## src/rtl/wr_pkt_pkg.sv

```systemverilog
// wr_pkt_pkg: shared definitions for the write packet generator.
//   - one-hot FSM state encoding
//   - LFSR polynomial / seed for the optional pseudo-random data pattern
//     (used only when WR_PKT_GEN_LFSR_EN is defined)
//   - cmd bus field offsets: cmd = {len, addr}, addr in the low bits
package wr_pkt_pkg;

  typedef enum logic [4:0] {
    StIdle = 5'b00001,
    StCmd  = 5'b00010,
    StData = 5'b00100,
    StGap  = 5'b01000,
    StEnd  = 5'b10000
  } state_e;

  // Galois form of x^32 + x^22 + x^2 + x + 1, shifting left.
  localparam logic [31:0] LfsrPoly = 32'h0040_0007;
  localparam logic [31:0] LfsrSeed = 32'h0000_0001;

  // Address field starts at bit 0; length field sits directly above it.
  localparam int unsigned CmdAddrLsb = 0;

  function automatic int unsigned cmd_len_lsb(input int unsigned addr_w);
    return CmdAddrLsb + addr_w;
  endfunction

  function automatic logic [31:0] lfsr_step(input logic [31:0] s);
    return {s[30:0], 1'b0} ^ (s[31] ? LfsrPoly : 32'h0);
  endfunction

endpackage

```

## src/rtl/wr_pkt_pattern.sv

```systemverilog
// wr_pkt_pattern: write data pattern generator, advances once per accepted beat.
// Ports:
//   clk, rst  - clock, asynchronous active-high reset
//   en        - beat accepted (wr_valid & wr_ready)
//   data      - current pattern word (DATA_W bits)
// Build option: WR_PKT_GEN_LFSR_EN selects a 32-bit Galois LFSR replicated to
// DATA_W; otherwise data is a free-running incrementing counter.
module wr_pkt_pattern
  import wr_pkt_pkg::*;
#(
  parameter int unsigned DATA_W = 64
) (
  input  logic              clk,
  input  logic              rst,
  input  logic              en,
  output logic [DATA_W-1:0] data
);

`ifdef WR_PKT_GEN_LFSR_EN
  localparam int unsigned Reps = (DATA_W + 31) / 32;

  logic [31:0] lfsr_q;

  always_ff @(posedge clk or posedge rst) begin
    if (rst) begin
      lfsr_q <= LfsrSeed;
    end else if (en) begin
      lfsr_q <= lfsr_step(lfsr_q);
    end
  end

  assign data = DATA_W'({Reps{lfsr_q}});
`else
  logic [DATA_W-1:0] cnt_q;

  // Never cleared between packets or runs, only by reset.
  always_ff @(posedge clk or posedge rst) begin
    if (rst) begin
      cnt_q <= '0;
    end else if (en) begin
      cnt_q <= cnt_q + DATA_W'(1);
    end
  end

  assign data = cnt_q;
`endif

endmodule

```

## src/rtl/wr_pkt_gen.sv

```systemverilog
// wr_pkt_gen: generates a run of write packets, each a {len, addr} command
// followed by BURST_LEN data beats, with optional idle gap between packets.
// Ports:
//   clk, rst            - clock, asynchronous active-high reset
//   trig                - start a run (only honoured when idle)
//   stop                - finish the current packet, then end the run
//   pkt_num             - packets per run, 0 = continuous until stop
//   cmd/cmd_valid/cmd_ready       - command channel, cmd = {len, addr}
//   wr_data/wr_valid/wr_ready/wr_last - data channel
//   busy                - high whenever not idle
//   done                - one-cycle pulse at end of run
//   pkt_cnt             - packets completed in the current run
// Build option: WR_PKT_GEN_LFSR_EN switches the data pattern to an LFSR.
module wr_pkt_gen
  import wr_pkt_pkg::*;
#(
  parameter int unsigned DATA_W    = 64,
  parameter int unsigned ADDR_W    = 32,
  parameter int unsigned LEN_W     = 13,
  parameter int unsigned BURST_LEN = 1024,
  parameter int unsigned ADDR_STEP = 8192,
  parameter int unsigned ADDR_BASE = 0,
  parameter int unsigned GAP_CYC   = 0
) (
  input  logic                    clk,
  input  logic                    rst,
  input  logic                    trig,
  input  logic                    stop,
  input  logic [15:0]             pkt_num,
  output logic [LEN_W+ADDR_W-1:0] cmd,
  output logic                    cmd_valid,
  input  logic                    cmd_ready,
  output logic [DATA_W-1:0]       wr_data,
  output logic                    wr_valid,
  input  logic                    wr_ready,
  output logic                    wr_last,
  output logic                    busy,
  output logic                    done,
  output logic [15:0]             pkt_cnt
);

  localparam logic [LEN_W-1:0]  BurstLen = LEN_W'(BURST_LEN);
  localparam logic [LEN_W-1:0]  BeatLast = LEN_W'(BURST_LEN - 1);
  localparam logic [ADDR_W-1:0] AddrStep = ADDR_W'(ADDR_STEP);
  localparam logic [ADDR_W-1:0] AddrBase = ADDR_W'(ADDR_BASE);
  localparam logic [31:0]       GapLast  = 32'(GAP_CYC - 1);
  localparam int unsigned       LenLsb   = cmd_len_lsb(ADDR_W);

  state_e            state_q;
  logic [ADDR_W-1:0] addr_q;
  logic [LEN_W-1:0]  beat_q;
  logic [31:0]       gap_q;
  logic [15:0]       pkt_cnt_q;
  logic [15:0]       pkt_num_q;
  logic              stop_q;    // stop seen since the current command was entered
  logic              last_pkt;

  assign last_pkt = (pkt_num_q != 16'd0) && (pkt_cnt_q + 16'd1 == pkt_num_q);

  always_ff @(posedge clk or posedge rst) begin
    if (rst) begin
      state_q   <= StIdle;
      addr_q    <= AddrBase;
      beat_q    <= '0;
      gap_q     <= '0;
      pkt_cnt_q <= '0;
      pkt_num_q <= '0;
      stop_q    <= 1'b0;
    end else begin
      unique case (state_q)
        StIdle: begin
          if (trig) begin
            state_q   <= StCmd;
            pkt_num_q <= pkt_num;
            pkt_cnt_q <= '0;
            stop_q    <= 1'b0;
          end
        end
        StCmd: begin
          if (stop) stop_q <= 1'b1;
          if (cmd_ready) begin
            state_q <= StData;
            addr_q  <= addr_q + AddrStep;
            beat_q  <= '0;
          end
        end
        StData: begin
          if (stop) stop_q <= 1'b1;
          if (wr_ready) begin
            if (beat_q == BeatLast) begin
              pkt_cnt_q <= pkt_cnt_q + 16'd1;
              // A stop arriving with the last beat still ends the run.
              if (stop_q || stop || last_pkt) begin
                state_q <= StEnd;
              end else if (GAP_CYC != 0) begin
                state_q <= StGap;
                gap_q   <= '0;
              end else begin
                state_q <= StCmd;
                stop_q  <= 1'b0;
              end
            end else begin
              beat_q <= beat_q + 1'b1;
            end
          end
        end
        StGap: begin
          if (stop) begin
            state_q <= StEnd;
          end else if (gap_q == GapLast) begin
            state_q <= StCmd;
            stop_q  <= 1'b0;
          end else begin
            gap_q <= gap_q + 32'd1;
          end
        end
        StEnd: begin
          state_q <= StIdle;
        end
        default: begin
          state_q <= StIdle;
        end
      endcase
    end
  end

  // Outputs decode straight from state flops: no path from the ready inputs.
  assign cmd_valid = (state_q == StCmd);
  assign wr_valid  = (state_q == StData);
  assign wr_last   = wr_valid && (beat_q == BeatLast);
  assign busy      = (state_q != StIdle);
  assign done      = (state_q == StEnd);
  assign pkt_cnt   = pkt_cnt_q;

  assign cmd[CmdAddrLsb +: ADDR_W] = addr_q;
  assign cmd[LenLsb +: LEN_W]      = BurstLen;

  wr_pkt_pattern #(
    .DATA_W(DATA_W)
  ) u_pattern (
    .clk (clk),
    .rst (rst),
    .en  (wr_valid & wr_ready),
    .data(wr_data)
  );

endmodule

```

## config.mk

```make
export PLATFORM = sky130hd
export DESIGN_NAME = wr_pkt_gen
export DESIGN_NICKNAME = d
export VERILOG_FILES = /design/src/rtl/wr_pkt_pkg.sv /design/src/rtl/wr_pkt_pattern.sv /design/src/rtl/wr_pkt_gen.sv
export SDC_FILE = /design/constraint.sdc
export NUM_CORES = 1
export LEC_CHECK = 0
export BUFFER_PORTS_ARGS = -buffer_cell sky130_fd_sc_hd__clkbuf_2
export CAP_MARGIN = 20
export CORE_MARGIN = 10
export CORE_UTILIZATION = 54
export DETAILED_ROUTE_END_ITERATION = 6
export PLACE_DENSITY = 0.8
export REMOVE_ABC_BUFFERS = 1
export SLEW_MARGIN = 5
export SYNTH_ARGS = -nofsm -noshare
export SYNTH_HDL_FRONTEND = slang
export SYNTH_SLANG_ARGS = --single-unit
```

## constraint.sdc

```tcl
create_clock -name clk -period 5.3 [get_ports clk]
set_input_delay 0.795 -clock clk [delete_from_list [all_inputs] [get_ports clk]]
set_output_delay 0.795 -clock clk [all_outputs]
set_load 0.05 [all_outputs]
```

* Yosys cells after proc, flatten, opt, wreduce, memory -nomap -nowiden
Index checks and enable logic that the tools add are counted.
** Word-level totals
- Register bits after elaboration :: 179
- Bits in latches :: 0
- Memory bits (writable) :: 0
- ROM bits :: 0
- Bits of input ports :: 22
- Output and inout bits :: 130
- Logic and storage cells :: 72
- Memories :: 0
** Operators by class
- Add/subtract/negate cells :: 5
- Multiply operators :: 0
- Div/mod/pow operators :: 0
- Order comparisons :: 0
- Equality and inequality tests :: 17
- Shifts and indexed selects :: 0
- Muxes and demuxes :: 24
- Bitwise logic cells :: 3
- Reductions and logical operators :: 15
** Operator list (count)
- adder 64 x 1 -> 64 bit, second input constant :: 1
- two-way mux 16 bit :: 3
- two-way mux 13 bit :: 3
- two-way mux 5 bit :: 7
- adder 32 x 1 -> 32 bit, second input constant :: 1
- adder 32 x 14 -> 32 bit, second input constant :: 1
- == test 32 bit, second input constant :: 1
- one-hot mux 16 bit (2 select lines) :: 1
- one-hot mux 13 bit (2 select lines) :: 1
- one-hot mux 5 bit (4 select lines) :: 1
- adder 16 x 1 -> 16 bit, second input constant :: 1
- == test 16 bit :: 1
- nonzero test 16 bit :: 1
- adder 13 x 1 -> 13 bit, second input constant :: 1
- == test 13 x 10 -> 1 bit, second input constant :: 1
- AND reduction 4 bit :: 3
- inequality test 2 bit, second input constant :: 4
- two-way mux 1 bit :: 7
- inequality test 2 x 1 -> 1 bit, second input constant :: 3
- == test 5 x 1 -> 1 bit, second input constant :: 1
- == test 5 x 2 -> 1 bit, second input constant :: 1
- == test 5 x 3 -> 1 bit, second input constant :: 1
- == test 5 x 4 -> 1 bit, second input constant :: 1
- == test 5 bit, second input constant :: 1
- 12 further kinds :: 17

* Longest topological paths before layout
- Depth after elaboration :: 8
- Mapped depth :: 11
- Depth with buffers taken out :: 9

* Modules after synthesis
From an unflattened synthesis, not the netlist that was laid out.
** Unflattened totals
- Cell total of the unflattened synthesis :: 707
- Area, all modules :: 6986.7 um^2
** Modules (own cells, without submodules)
- wr_pkt_gen :: instances 1, cells an instance 434, area an instance 3907.5 um^2, seq. area each 1727.9 um^2
- wr_pkt_pattern :: instances 1, cells an instance 273, area an instance 3079.2 um^2, seq. area each 1601.5 um^2

* Worst setup path before layout
Ideal clock, no wire load.
- Path kind :: flip-flop to output port
- Start :: register state_q[1]
- End :: output done
- Arrival :: 2087 ps
- Required time :: 4505 ps
- Slack :: 2418 ps
- Stages on the path, launching flop included :: 2
- Buffers on the path :: 0
- Path through :: dfrtp_1 nor4b_1
** Between the ends
- Word-level cells in the longest chain between the ends :: 1
** Ends and longest elaborated chain
- start, declared :: line wr_pkt_gen.sv:49 : state_e state_q;
- start signal, assigned :: line wr_pkt_gen.sv:62 : state_q <= StIdle;
- start signal, assigned :: line wr_pkt_gen.sv:73 : state_q <= StCmd;
- start signal, assigned :: line wr_pkt_gen.sv:82 : state_q <= StData;
- == test 5 bit :: line wr_pkt_gen.sv:132 : assign done = (state_q == StEnd);
- end, declared :: line wr_pkt_gen.sv:38 : output logic done,
Every way passes these cells.

* Final worst setup path
- Start :: register state_q[0]
- End :: register pkt_cnt_q[11] (netlist: pkt_cnt[11])
** Between the ends
- Word-level cells in the longest chain between the ends :: 3
- Elaborated cells between the ends (all ways) :: 8
- Those cells by class :: 5 x eq/ne; 1 x mux; 2 x reduce/logical
** Ends and longest elaborated chain
- == test 5 x 3 -> 1 bit or == test 5 x 1 -> 1 bit (tied branches) :: line wr_pkt_gen.sv:70 : unique case (state_q)
- inequality test 2 x 1 -> 1 bit (no source line) (tied with other cells)
- AND reduction 4 bit (no source line)
- end signal, assigned :: line wr_pkt_gen.sv:91 : pkt_cnt_q <= pkt_cnt_q + 16'd1;
- end, declared :: line wr_pkt_gen.sv:53 : logic [15:0] pkt_cnt_q;
Several ways; a longest one is shown, not always the timed one.
A chain may end at the register's enable or synchronous reset.

==> qor.csv <==
stage,metric,value,unit
timing,worst-margin pin slew,0.997,ns
worst_setup_path,endpoint type of the worst setup path,register,
worst_setup_path,R2R Setup Slk,1.70,ns
worst_setup_path,RR Startpoint,state_q[0],
power,maximum vdd drop,0.240,mV
worst_setup_path,CP required,5.58,ns
yosys,"area leader, netlist",dfrtp_1,
timing,Max Clk Rate,0.278,GHz
floorplan,Initial Utilization,55.2,%
detailed_routing,initial drt markers,442,
global_routing,first-pass GRT wire length,24600,um
timing,hold violation total from the final report,0,
clock_tree,H-tree Lvls,4,
yosys,Seq cells post-synth,133,
worst_setup_path,critical path class,register to register,
place,placed cell count,895,
timing,Finish-stage setup viols,0,
worst_setup_path,CP Launch Type,register,
global_routing,Total GRT Usage,18.1,%
floorplan,Chip Width,131,um
clock_tree,clock-pin slew on the worst setup and hold paths,0.06,ns
timing,Final min period,3.60,ns
power,P_leak,3.78,nW
clock_tree,Sink Count,133,
place,HPWL after detailed placement,11400,um
yosys,"Avg Cell Area, Syn",10.7,um^2
worst_setup_path,cells on worst reg2reg path,6,
detailed_routing,Routed Antenna Nets,0,
clock_tree,Skew-Pair Late Insertion Delay,0.42,ns
worst_setup_path,Worst Path Max Fanout,28,
timing,Slew HR,33.4,%
place,GP Congestion,0.896,
clock_tree,cts hold-fix bufs,0,
timing,clock skew,0.0113,ns
yosys,Cell variety after synth,60,
worst_setup_path,worst-path cell chain,nor4b_1 > nand2_1 > o21ai_1 > nand2_1 > o311ai_0 > o41ai_1,
worst_setup_path,Crit Reg-Reg Endpoint,pkt_cnt[11],
timing,RSZ-0062 raised after global routing,no,
detailed_routing,average routed wire per standard cell,16.7,um
detailed_routing,# DRC,0,
clock_tree,root buf cell,clkbuf_16,
clock_tree,TritonCTS Buffers,17,
outcome,status,"finished, final reports clean",
yosys,Main synth FF type,dfrtp_1,
clock_tree,CTS tree,built,
floorplan,row count,40,
layout,final layout net count,772,
layout,"non-filler cells, final",926,
yosys,"Cell Area, Synth",0.00665,mm^2
clock_tree,CTS Buffer Depth,2,
worst_setup_path,Worst path most repeated cell,nand2_1,
clock_tree,Post-CTS Setup Repair Bufs,0,
detailed_routing,final WL,15500,um
power,Power per Cell Area,383,mW/mm^2
hold_path,hold depth,1,
worst_setup_path,Buf/Inv on CP,0,
clock_tree,post_cts resized,0,
floorplan,die height,131,um
layout,share of cells above drive strength 1,25.6,%
worst_setup_path,Worst path slowest cell,nand2_1,
layout,filler instances,902,
worst_setup_path,slowest cell delay on critical path,0.76,ns
yosys,Mapped Cells,621,
hold_path,HP Class,register to register,
yosys,register area share after synthesis,50.0,%
detailed_routing,Avg Vias per Cell,5.55,
yosys,asr flop ratio synth,100,%
timing,setup TNS,0,ns
timing,Max Slew Vio Count,0,
global_routing,initial antenna violation count,0,
detailed_routing,via count,5137,
yosys,Synth top area share,49.6,%
floorplan,core region area,0.0121,mm^2
yosys,Post-synth EDFFs,0,
detailed_routing,First-pass DRT Iterations,5,
hold_path,Hold Crit Endpoint,u_pattern.data[63],
timing,Tcrit/Tclk final,67.9,%
layout,Layout area overhead,19.5,%
worst_setup_path,arrival time at the worst endpoint,3.88,ns
place,Port Buffers,125,
yosys,Ys Warns,0,
layout,Antenna diodes,0,
yosys,synth top area cells,"dfrtp_1 50%, xnor2_1 11%, xor2_1 3.7%, nand4_1 3.4%, buf_4 3.0%",
global_routing,grt ovf,0,
global_routing,vias in the first global route,5010,
worst_setup_path,Top delay family on crit path,simple AND/OR/NAND/NOR gates,
floorplan,die area,0.0172,mm^2
hold_path,Hold Startpoint,u_pattern.data[63],
job,Max-Cap Viols,0,
global_routing,largest net degree at the start of global routing,80,
floorplan,Ports,152,
[through the flow]
stage                     power [mW]  setup slack, ns  utilization, %  area (um^2)  hold slack (ns)
after floorplan                 1.65            0.952               -         6450            0.458
after global placement          1.75             2.08            60.5         7300            0.462
after detailed placement        1.77             1.85            60.5         7300            0.462
after CTS                       3.07             1.74            65.9         7950            0.473
after global routing            3.18             1.50            65.9         7950            0.481
final                           3.05             1.70            65.9         7950            0.470
[registers in the layout, indices dropped and copies added (netlist names)]
name,count
addr_q,19
beat_q,13
pkt_cnt,16
pkt_num_q,16
state_q,4
stop_q,1
u_pattern.data,64
[per-layer routing]
| metal | up-vias | wire length [um] | GRT usage [%] |
|---|---|---|---|
| met5 | - | 0 | 0 |
| met4 | 0 | 181 | 6.08 |
| met3 | 22 | 1450 | 6.93 |
| met2 | 209 | 7480 | 28.8 |
| met1 | 2511 | 6390 | 22.2 |
| li1 | 2395 | - | - |
[kinds of logic (layout without fill, tap and decap cells)]
family / count (synthesis) / in the layout / synth area share (%)
AOI/OAI and AO/OA: 56 / 56 / 5.60
xor gates and xnor gates: 113 / 113 / 14.9
adders and majority gates: 4 / 4 / 0.752
buffers and inverters: 55 / 168 / 5.11
DFF: 133 / 133 / 50.0
muxes: 22 / 22 / 3.65
other: 2 / 26 / 0.113
and+or+nand+nor: 236 / 236 / 19.9
[synth_stat cells, types with 2 or more instances]
library cell	instances
a21oi_1	9
a31oi_1	3
and2_1	5
and3_1	17
and4_1	11
buf_2	6
buf_4	27
clkbuf_1	8
conb_1	2
dfrtp_1	132
ha_1	4
inv_1	10
mux2_2	18
mux2i_1	4
nand2_1	48
nand2_2	2
nand3_1	39
nand4_1	36
nor2_1	34
nor2_2	2
nor2_4	3
nor3_1	4
nor4_1	6
nor4_2	2
nor4b_1	3
o211ai_1	3
o21ai_0	16
o311ai_0	4
o31ai_1	9
o41ai_1	4
or2_2	2
or3_1	8
or4b_1	2
xnor2_1	85
xor2_1	28
[cell usage in the layout (no fill, tap or decap), types with 16 or more instances in the layout]
| master | netlist | routed |
|---|---|---|
| dfrtp_1 | 132 | 132 |
| clkbuf_2 | 1 | 125 |
| xnor2_1 | 85 | 85 |
| nand2_1 | 48 | 48 |
| nand3_1 | 39 | 39 |
| nand4_1 | 36 | 36 |
| nor2_1 | 34 | 34 |
| xor2_1 | 28 | 28 |
| conb_1 | 2 | 26 |
| mux2_2 | 18 | 18 |
| and3_1 | 17 | 17 |
| clkbuf_16 | 0 | 17 |
| o21ai_0 | 16 | 16 |
[where the power goes]
group / internal [mW] / switching, mW / total [mW]
logic: 0.207 / 0.324 / 0.531
registers: 1.12 / 0.111 / 1.23
clock network: 0.879 / 0.410 / 1.29
total: 2.20 / 0.844 / 3.05
[final cells by class]
class	instances	area, um^2	area share [%]
Sequential cell	133	3330	41.9
Clock inverter	9	173	2.17
Inverter	11	48.8	0.614
Tap cell	168	210	2.64
Timing Repair Buffer	126	633	7.96
Clock buffer	22	484	6.09
Multi-Input combinational cell	457	3070	38.7
[worst register-to-register path, stage by stage (launching register included)]
cell	delay, ns
dfstp_2	0.56
nor4b_1	0.57
nand2_1	0.76
o21ai_1	0.46
nand2_1	0.44
o311ai_0	0.52
o41ai_1	0.15
[worst max path at each step]
stage / depth (start not counted) / slack, ns / startpoint / endpoint
floorplan: 1 / 0.95 / rst / addr_q[13]
global placement: 6 / 2.08 / state_q[0] / pkt_cnt[11]
detailed placement: 6 / 1.85 / state_q[0] / pkt_cnt[14]
CTS: 6 / 1.74 / state_q[0] / pkt_cnt[11]
global route: 6 / 1.50 / state_q[0] / pkt_cnt[11]
finish: 6 / 1.70 / state_q[0] / pkt_cnt[11]
No activity file was read; power rests on OpenSTA's default activity.
